==> config.mk <==
export PLATFORM = sky130hd
export DESIGN_NAME = phase_switch_ctrl
export DESIGN_NICKNAME = d
export VERILOG_FILES = /design/src/rtl/phase_switch_ctrl.sv
export SDC_FILE = /design/constraint.sdc
export NUM_CORES = 1
export LEC_CHECK = 0
export CORE_ASPECT_RATIO = 1.25
export CORE_MARGIN = 1.5
export CORE_UTILIZATION = 30
export DETAILED_ROUTE_END_ITERATION = 8
export PLACE_DENSITY = 0.6
export SYNTH_ARGS = -nofsm -noshare
export SYNTH_HDL_FRONTEND = slang
export SYNTH_SLANG_ARGS = --single-unit
export TNS_END_PERCENT = 30
==> constraint.sdc <==
create_clock -name clk -period 3.53 [get_ports clk]
set_input_delay 0.706 -clock clk [delete_from_list [all_inputs] [get_ports clk]]
set_output_delay 0.706 -clock clk [all_outputs]
set_load 0.02 [all_outputs]
==> src/rtl/phase_switch_ctrl.sv <==
// phase_switch_ctrl
// Generates four free-running divide-by-4 quadrature phase waves from clk and
// drives clk_out from the selected phase. A req/ack handshake moves clk_out to
// a new phase. During the move clk_out is parked low, so high pulses are never
// shortened and the low gap is at least MIN_LOW cycles.
module phase_switch_ctrl #(
    parameter int MIN_LOW = 2
) (
    input  logic       clk,
    input  logic       rst,
    input  logic       req,
    input  logic [1:0] phase_sel,
    output logic       ack,
    output logic       busy,
    output logic [1:0] cur_phase,
    output logic       clk_out,
    output logic       clk_0,
    output logic       clk_90,
    output logic       clk_180,
    output logic       clk_270
);

    localparam logic [1:0] S_RUN   = 2'd0;
    localparam logic [1:0] S_DRAIN = 2'd1;
    localparam logic [1:0] S_WAIT  = 2'd2;

    localparam logic [2:0] MIN_LOW_C = 3'(MIN_LOW);
    localparam logic [2:0] LOW_MAX   = 3'd7;

    logic [1:0] cnt_q, cnt_d;
    logic [1:0] state_q, state_d;
    logic [1:0] cur_q, cur_d;
    logic [1:0] tgt_q, tgt_d;
    logic       gate_q, gate_d;
    logic       armed_q, armed_d;
    logic [2:0] low_cnt_q, low_cnt_d;
    logic       ack_q, ack_d;
    logic       busy_q, busy_d;
    logic       clk_out_q, clk_out_d;
    logic [3:0] ph_q, ph_d;

    logic       accept;
    logic [1:0] drain_off;

    // Phase k is high for the two counter values k and k+1 (mod 4); the
    // wrapped 2-bit difference is 0 or 1 exactly when its upper bit is clear.
    function automatic logic phase_active(input logic [1:0] k, input logic [1:0] c);
        logic [1:0] diff;
        diff = c - k;
        return ~diff[1];
    endfunction

    // Switch sequencing: accept a request, drain to the old phase's fall,
    // hold clk_out low for at least MIN_LOW cycles, then release on the new phase.
    always_comb begin
        // NOTE: every signal assigned here gets a default first, so no path
        // leaves it unassigned and no latch is inferred.
        state_d   = state_q;
        cur_d     = cur_q;
        tgt_d     = tgt_q;
        gate_d    = gate_q;
        low_cnt_d = low_cnt_q;
        ack_d     = 1'b0;
        accept    = req & armed_q;
        drain_off = cnt_q - cur_q;

        case (state_q)
            S_RUN: begin
                if (accept) begin
                    if (phase_sel == cur_q) begin
                        ack_d = 1'b1;
                    end else begin
                        tgt_d   = phase_sel;
                        state_d = S_DRAIN;
                    end
                end
            end
            S_DRAIN: begin
                // First low cycle of the current phase: close the gate here so
                // clk_out falls together with the old phase.
                if (drain_off == 2'd2) begin
                    gate_d    = 1'b0;
                    low_cnt_d = 3'd1;
                    state_d   = S_WAIT;
                end
            end
            S_WAIT: begin
                if ((low_cnt_q >= MIN_LOW_C) && (cnt_q == tgt_q)) begin
                    gate_d  = 1'b1;
                    cur_d   = tgt_q;
                    ack_d   = 1'b1;
                    state_d = S_RUN;
                end else if (low_cnt_q != LOW_MAX) begin
                    low_cnt_d = low_cnt_q + 3'd1;
                end
            end
            default: begin
                state_d = S_RUN;
            end
        endcase

        busy_d = (state_d != S_RUN);

        // A completed request disarms; the requester re-arms by dropping req.
        if (ack_d) begin
            armed_d = 1'b0;
        end else if (!req) begin
            armed_d = 1'b1;
        end else begin
            armed_d = armed_q;
        end
    end

    // Phase counter and the next values of the registered clock outputs.
    always_comb begin
        cnt_d = cnt_q + 2'd1;
        for (int k = 0; k < 4; k++) begin
            ph_d[k] = phase_active(2'(k), cnt_q);
        end
        clk_out_d = gate_d & phase_active(cur_d, cnt_q);
    end

    // State register with synchronous active-high reset.
    always_ff @(posedge clk) begin
        // NOTE: non-blocking assignments keep every flop reading the values
        // from before this edge, regardless of statement order.
        if (rst) begin
            cnt_q     <= 2'd0;
            state_q   <= S_RUN;
            cur_q     <= 2'd0;
            tgt_q     <= 2'd0;
            gate_q    <= 1'b1;
            armed_q   <= 1'b1;
            low_cnt_q <= 3'd0;
            ack_q     <= 1'b0;
            busy_q    <= 1'b0;
            clk_out_q <= 1'b0;
            ph_q      <= 4'b0000;
        end else begin
            cnt_q     <= cnt_d;
            state_q   <= state_d;
            cur_q     <= cur_d;
            tgt_q     <= tgt_d;
            gate_q    <= gate_d;
            armed_q   <= armed_d;
            low_cnt_q <= low_cnt_d;
            ack_q     <= ack_d;
            busy_q    <= busy_d;
            clk_out_q <= clk_out_d;
            ph_q      <= ph_d;
        end
    end

    assign ack       = ack_q;
    assign busy      = busy_q;
    assign cur_phase = cur_q;
    assign clk_out   = clk_out_q;
    assign clk_0     = ph_q[0];
    assign clk_90    = ph_q[1];
    assign clk_180   = ph_q[2];
    assign clk_270   = ph_q[3];

endmodule

==> reports/qor.txt, run 1 <==
CP cell instances -> clkdlybuf4s50_1
Clock root buffer -> clkbuf_8
First-pass GRT wire length -> 3240 µm
Worst reg2reg path depth -> 6
Fin crit period -> 2.07 ns
Reg clk slew, reported paths -> 0.07 ns
Stages on worst setup path -> 1
Ports -> 14
Yosys warns -> 0
Num CTS Buffers -> 3
Die width -> 55.4 µm
TritonCTS clock tree -> yes
Final Max Slew Viols -> 0
Cell Rows -> 23
Syn Inst Count -> 102
Status -> finished clean
Grt total ovfl -> 0
Vias in the first global route -> 780
Hold_ws -> 0.484 ns
VDD IR max -> 0.328 mV
Post-CTS Hold Buffers -> 0
Die ar. -> 3790 µm²
Synth top area cells -> dfxtp_1, ha_1, mux2i_1
R2r setup slk -> 1.59 ns
WS Path Type -> flip-flop to output port
Clk_lat worst skew -> 0.26 ns
Fin crit share -> 0.586
CORE AREA -> 3250 µm²
Reg area -> 400 µm²
All-Layer GR Usage -> 0.111
Final Hold Vio Count -> 0
Post-synth cell types -> 39
# resized after CTS -> 0
Count of TritonRoute iterations in the first routing pass -> 4
Worst Tran Pin Value -> 0.497 ns
Drc violations -> 0
EDFF count, synth -> 0
DR iter-0 viols -> 12
Worst hold path cell count -> 2
Layout cell share with drive strength beyond 1 -> 0.0783
Min setup slack post-route -> 1.46 ns
Post-Syn Area per Cell -> 10.1 µm²
Ant. Diodes -> 0
Area Overhead vs Synth -> 17.2%
Cell at the slowest stage of the critical path -> clkdlybuf4s50_1
Ys async rst share -> 0
Crit-path max cell delay -> 0.65 ns
Footprint of the multi-input gates -> 547 µm²
Die height -> 68.5 µm
Post-route ant nets -> 0
Syn_nets -> 114
Via density per instance -> 4.91
Initial antenna violation count -> 0
Pwr Total -> 535 µW
Routed via count -> 746
CP top delay family -> buffers and inverters
Fmax -> 483 MHz
Crit start category -> flip-flop
Post-DP HPWL -> 1420 µm
Pin count of the biggest net entering global routing -> 15
Unrepaired setup endpoints after global routing -> no
Wire per inst -> 12.5 µm
Setup crit end kind -> output port
Initial Util -> 0.316
# fillers -> 338
CP arrival -> 1.36 ns
Leading area contributor after synthesis -> dfxtp_1
Critical path buffers and inverters -> 1
WP data required -> 2.82 ns
Final Skew -> 0.00235 ns
Worst hold path type -> flip-flop to flip-flop
Clk buf depth -> 2
P_leak -> 0.499 nW
Normalized max-slew margin -> 0.667
Pwr dens -> 444 nW/µm²
Critical Path Fanout Max -> 6
CTS Sinks -> 20
Fin Setup TNS -> 0 ns
Final setup viols -> 0
Post-CTS Setup Inserts -> 0
Synth top area share -> 0.389
Port buffer count -> 13
Final Net Count -> 128
Pre-CTS setup slack -> 1.26 ns
Seq/Total Area, Yosys -> 0.389
Synthesis-stage register bit count -> 20
Final GP Congestion -> 0.779
Syn Std Cell Area -> 1030 µm²
Ys flop type -> dfxtp_1
Max_cap viols -> 0
# H-tree levels -> 1
Total Wirelength -> 1890 µm
[synthesized netlist by cell type, types with 2 or more instances]
| master | n |
|---|---|
| dfxtp_1 | 20 |
| nor2_1 | 8 |
| ha_1 | 7 |
| inv_1 | 7 |
| mux2i_1 | 6 |
| nand2_1 | 5 |
| nand3_1 | 4 |
| xor2_1 | 4 |
| and2_1 | 3 |
| a211oi_1 | 2 |
| a21o_1 | 2 |
| a41oi_1 | 2 |
| nand2b_1 | 2 |
| nor2b_1 | 2 |
| o211ai_1 | 2 |
| or3_1 | 2 |
| xnor2_2 | 2 |
[flip-flops by register name, summed over array words and instances, names as in the netlist]
register and flops:
ack 1, armed_q 1, busy 1, clk_out 1, cnt_q 2, cur_phase 2
gate_q 1, low_cnt_q 3, ph_q 4, state_q 2, tgt_q 2
[layout make-up]
class / instances / area share
Clock buffer: 4 / 0.0457
Inverter: 7 / 0.0218
Sequential cell: 20 / 0.332
Multi-Input combinational cell: 71 / 0.454
Tap cell: 37 / 0.0384
Timing Repair Buffer: 13 / 0.108
[metrics by stage]
| step | util | std cells | instance area (µm²) |
|---|---|---|---|
| final | 0.371 | 152 | 1200 |
| after global routing | 0.371 | 152 | 1200 |
| after CTS | 0.371 | 152 | 1200 |
| after detailed placement | 0.354 | 148 | 1150 |
| after global placement | 0.354 | 148 | 1150 |
| after floorplan | - | 102 | 1030 |
[power by group]
part | total (mW) | internal [mW] | switching (mW)
Combinational | 0.105 | 0.0516 | 0.0538
Clock | 0.172 | 0.0993 | 0.0725
Sequential | 0.258 | 0.244 | 0.0136
[final timing paths]
kind / startpoint / endpoint
setup / recovery: cur_phase[1] / cur_phase[1]
hold / removal: low_cnt_q[2] / low_cnt_q[2]
setup reg to reg: low_cnt_q[0] / low_cnt_q[0]
hold reg to reg: low_cnt_q[2] / low_cnt_q[2]
[cell usage in the layout, fill, tap and decap left out, drive strengths merged, types with 4 or more instances in the layout]
cell,count
clkbuf,4
dfxtp,20
clkdlybuf4s50,13
mux2i,6
xor2,4
nand2,5
ha,7
nand3,4
nor2,8
inv,7
[cells by family after synthesis]
group,count (synthesis),synth area share
xor+xnor,7,0.0742
simple gates,30,0.146
buf+inv,11,0.0791
mux,6,0.0584
compound gates,21,0.168
flops,20,0.389
fa+ha+maj,7,0.0852
[layer usage]
metal / vias up / share of wire / track usage
li1: 386 / - / -
met1: 345 / 0.44 / 0.111
met2: 10 / 0.49 / 0.202
met3: 5 / 0.039 / 0.0302
met4: 0 / 0.029 / 0.0793
met5: - / 0 / 0
No activity file was read; power rests on OpenSTA's default activity.
==> run 2: changes to the inputs <==
==> constraint.sdc (replaced) <==
create_clock -name clk -period 2.1 [get_ports clk]
set_input_delay 0.42 -clock clk [delete_from_list [all_inputs] [get_ports clk]]
set_output_delay 0.42 -clock clk [all_outputs]
set_load 0.02 [all_outputs]
==> run 2 against run 1 <==
Effect of this change: first-iteration DRC count increased by 67%; register-to-register slack got worse by 1.4 ns; clock skew increased by 0.00068 ns; setup slack got worse by 1.3 ns; total power increased by 72%; critical endpoint is now low_cnt_q[0]; critical path type is now flip-flop to flip-flop.
==> reports/qor.txt, run 2 (synthesis results as in run 1) <==
Status -> finished clean
RR Endpoint -> low_cnt_q[0]
Crit start category -> flip-flop
Fin crit period -> 1.95 ns
Vias in the first global route -> 817
P_leak -> 0.517 nW
Area Overhead vs Synth -> 20.1%
Die ar. -> 3790 µm²
Sequential share of power -> 0.467
Most frequent cells in the layout -> dfxtp_1, clkdlybuf4s50_1, nor2_1, inv_1, ha_1
Sw Pwr -> 250 µW
Normalized max-slew margin -> 0.717
CORE AREA -> 3250 µm²
Crit Reg-Reg Startpoint -> low_cnt_q[0]
CP arrival -> 2.11 ns
Clk_lat worst skew -> 0.26 ns
WP data required -> 2.26 ns
Pre-CTS setup slack -> 0.138 ns
Count of TritonRoute iterations in the first routing pass -> 4
TritonCTS clock tree -> yes
Final Net Count -> 132
All-Layer GR Usage -> 0.110
Final setup viols -> 0
Final GP Congestion -> 0.781
Grt total ovfl -> 0
Hold Path End -> low_cnt_q[2]
Post-CTS Hold Buffers -> 0
Layout cell share with drive strength beyond 1 -> 0.109
Initial antenna violation count -> 0
Post-CTS Setup Inserts -> 0
Internal power -> 670 µW
Setup crit end kind -> flip-flop
Port buffer count -> 13
Post-route ant nets -> 0
Critical Path Fanout Max -> 6
Fmax -> 514 MHz
Ant. Diodes -> 0
Pwr dens -> 746 nW/µm²
R2r setup slk -> 0.15 ns
Most flops, register -> ph_q
Min setup slack post-route -> 0.155 ns
Unrepaired setup endpoints after global routing -> no
Crit path from -> low_cnt_q[0]
Clk pwr share -> 0.326
Largest register FFs -> 4
Cell Rows -> 23
Power share of the combinational group -> 0.207
Most common cell after layout, fill and taps aside -> dfxtp_1
Post-DP HPWL -> 1540 µm
Total Wirelength -> 2020 µm
Biggest regs -> ph_q: 4 flops, low_cnt_q: 3 flops
Routed via count -> 797
Final Skew -> 0.00303 ns
# H-tree levels -> 1
Num CTS Buffers -> 3
Fin crit share -> 0.926
Worst hold path cell count -> 2
Ports -> 14
Reg clk slew, reported paths -> 0.08 ns
Wire per inst -> 12.9 µm
Final Hold Vio Count -> 0
CTS Sinks -> 20
Clock root buffer -> clkbuf_8
Worst reg2reg path depth -> 6
Via density per instance -> 5.11
Final Max Slew Viols -> 0
Drc violations -> 0
Max_cap viols -> 0
Die width -> 55.4 µm
Worst Tran Pin Value -> 0.423 ns
Worst hold path type -> flip-flop to flip-flop
Switching share of total power -> 0.272
Pin count of the biggest net entering global routing -> 13
Fin Setup TNS -> 0 ns
First-pass GRT wire length -> 3240 µm
Hold_sp -> low_cnt_q[2]
WS Path Type -> flip-flop to flip-flop
VDD IR max -> 0.498 mV
Die height -> 68.5 µm
DR iter-0 viols -> 20
# resized after CTS -> 0
Clk buf depth -> 2
Initial Util -> 0.316
## run 2: power groups by stage
| stage | Combinational [mW] | Sequential (mW) | Clock, mW |
|---|---|---|---|
| 2_1_floorplan | 0.113 | 0.453 | 0 |
| 3_3_place_gp | 0.187 | 0.438 | 0 |
| 3_5_place_dp | 0.190 | 0.439 | 0 |
| 4_1_cts | 0.193 | 0.430 | 0.306 |
| 5_1_grt | 0.207 | 0.433 | 0.316 |
| 6_report | 0.191 | 0.430 | 0.300 |
## run 2: cell type report
type                       instances  area, µm²
multi-input combinational         71        547
fill                             320       2020
sequential                        20        400
clock buffer                       4       55.1
tap                               37       46.3
timing repair buffer              17        160
inverter                           7       26.3
## run 2: through the flow
stage	instances	util	power [mW]	area [µm²]	hold WS [ns]
5_1_grt	156	0.380	0.957	1230	0.520
2_1_floorplan	102	-	0.566	1030	0.448
6_report	156	0.380	0.921	1230	0.488
4_1_cts	156	0.380	0.929	1230	0.486
3_5_place_dp	152	0.363	0.629	1180	0.471
3_3_place_gp	152	0.363	0.625	1180	0.465
## run 2: routing by layer
metal / vias up / GRT usage / part of all wire
met5: - / 0 / 0
met4: 0 / 0.0915 / 0.035
met3: 6 / 0.0246 / 0.041
met2: 15 / 0.195 / 0.51
met1: 381 / 0.112 / 0.41
li1: 395 / - / -
## run 2: worst max path at each step
stage | endpoint | cells after the start
after detailed placement | busy | 5
after floorplan | low_cnt_q[0] | 7
after CTS | low_cnt_q[0] | 6
after global routing | low_cnt_q[2] | 6
after global placement | busy | 5
final | low_cnt_q[0] | 6
## run 2: critical path: stages (launching register included)
cell     delay [ns]
dfxtp_1        0.36
inv_1          0.08
ha_1           0.19
or3_1          0.40
a311o_1        0.38
o41a_1         0.33
o21a_1         0.11
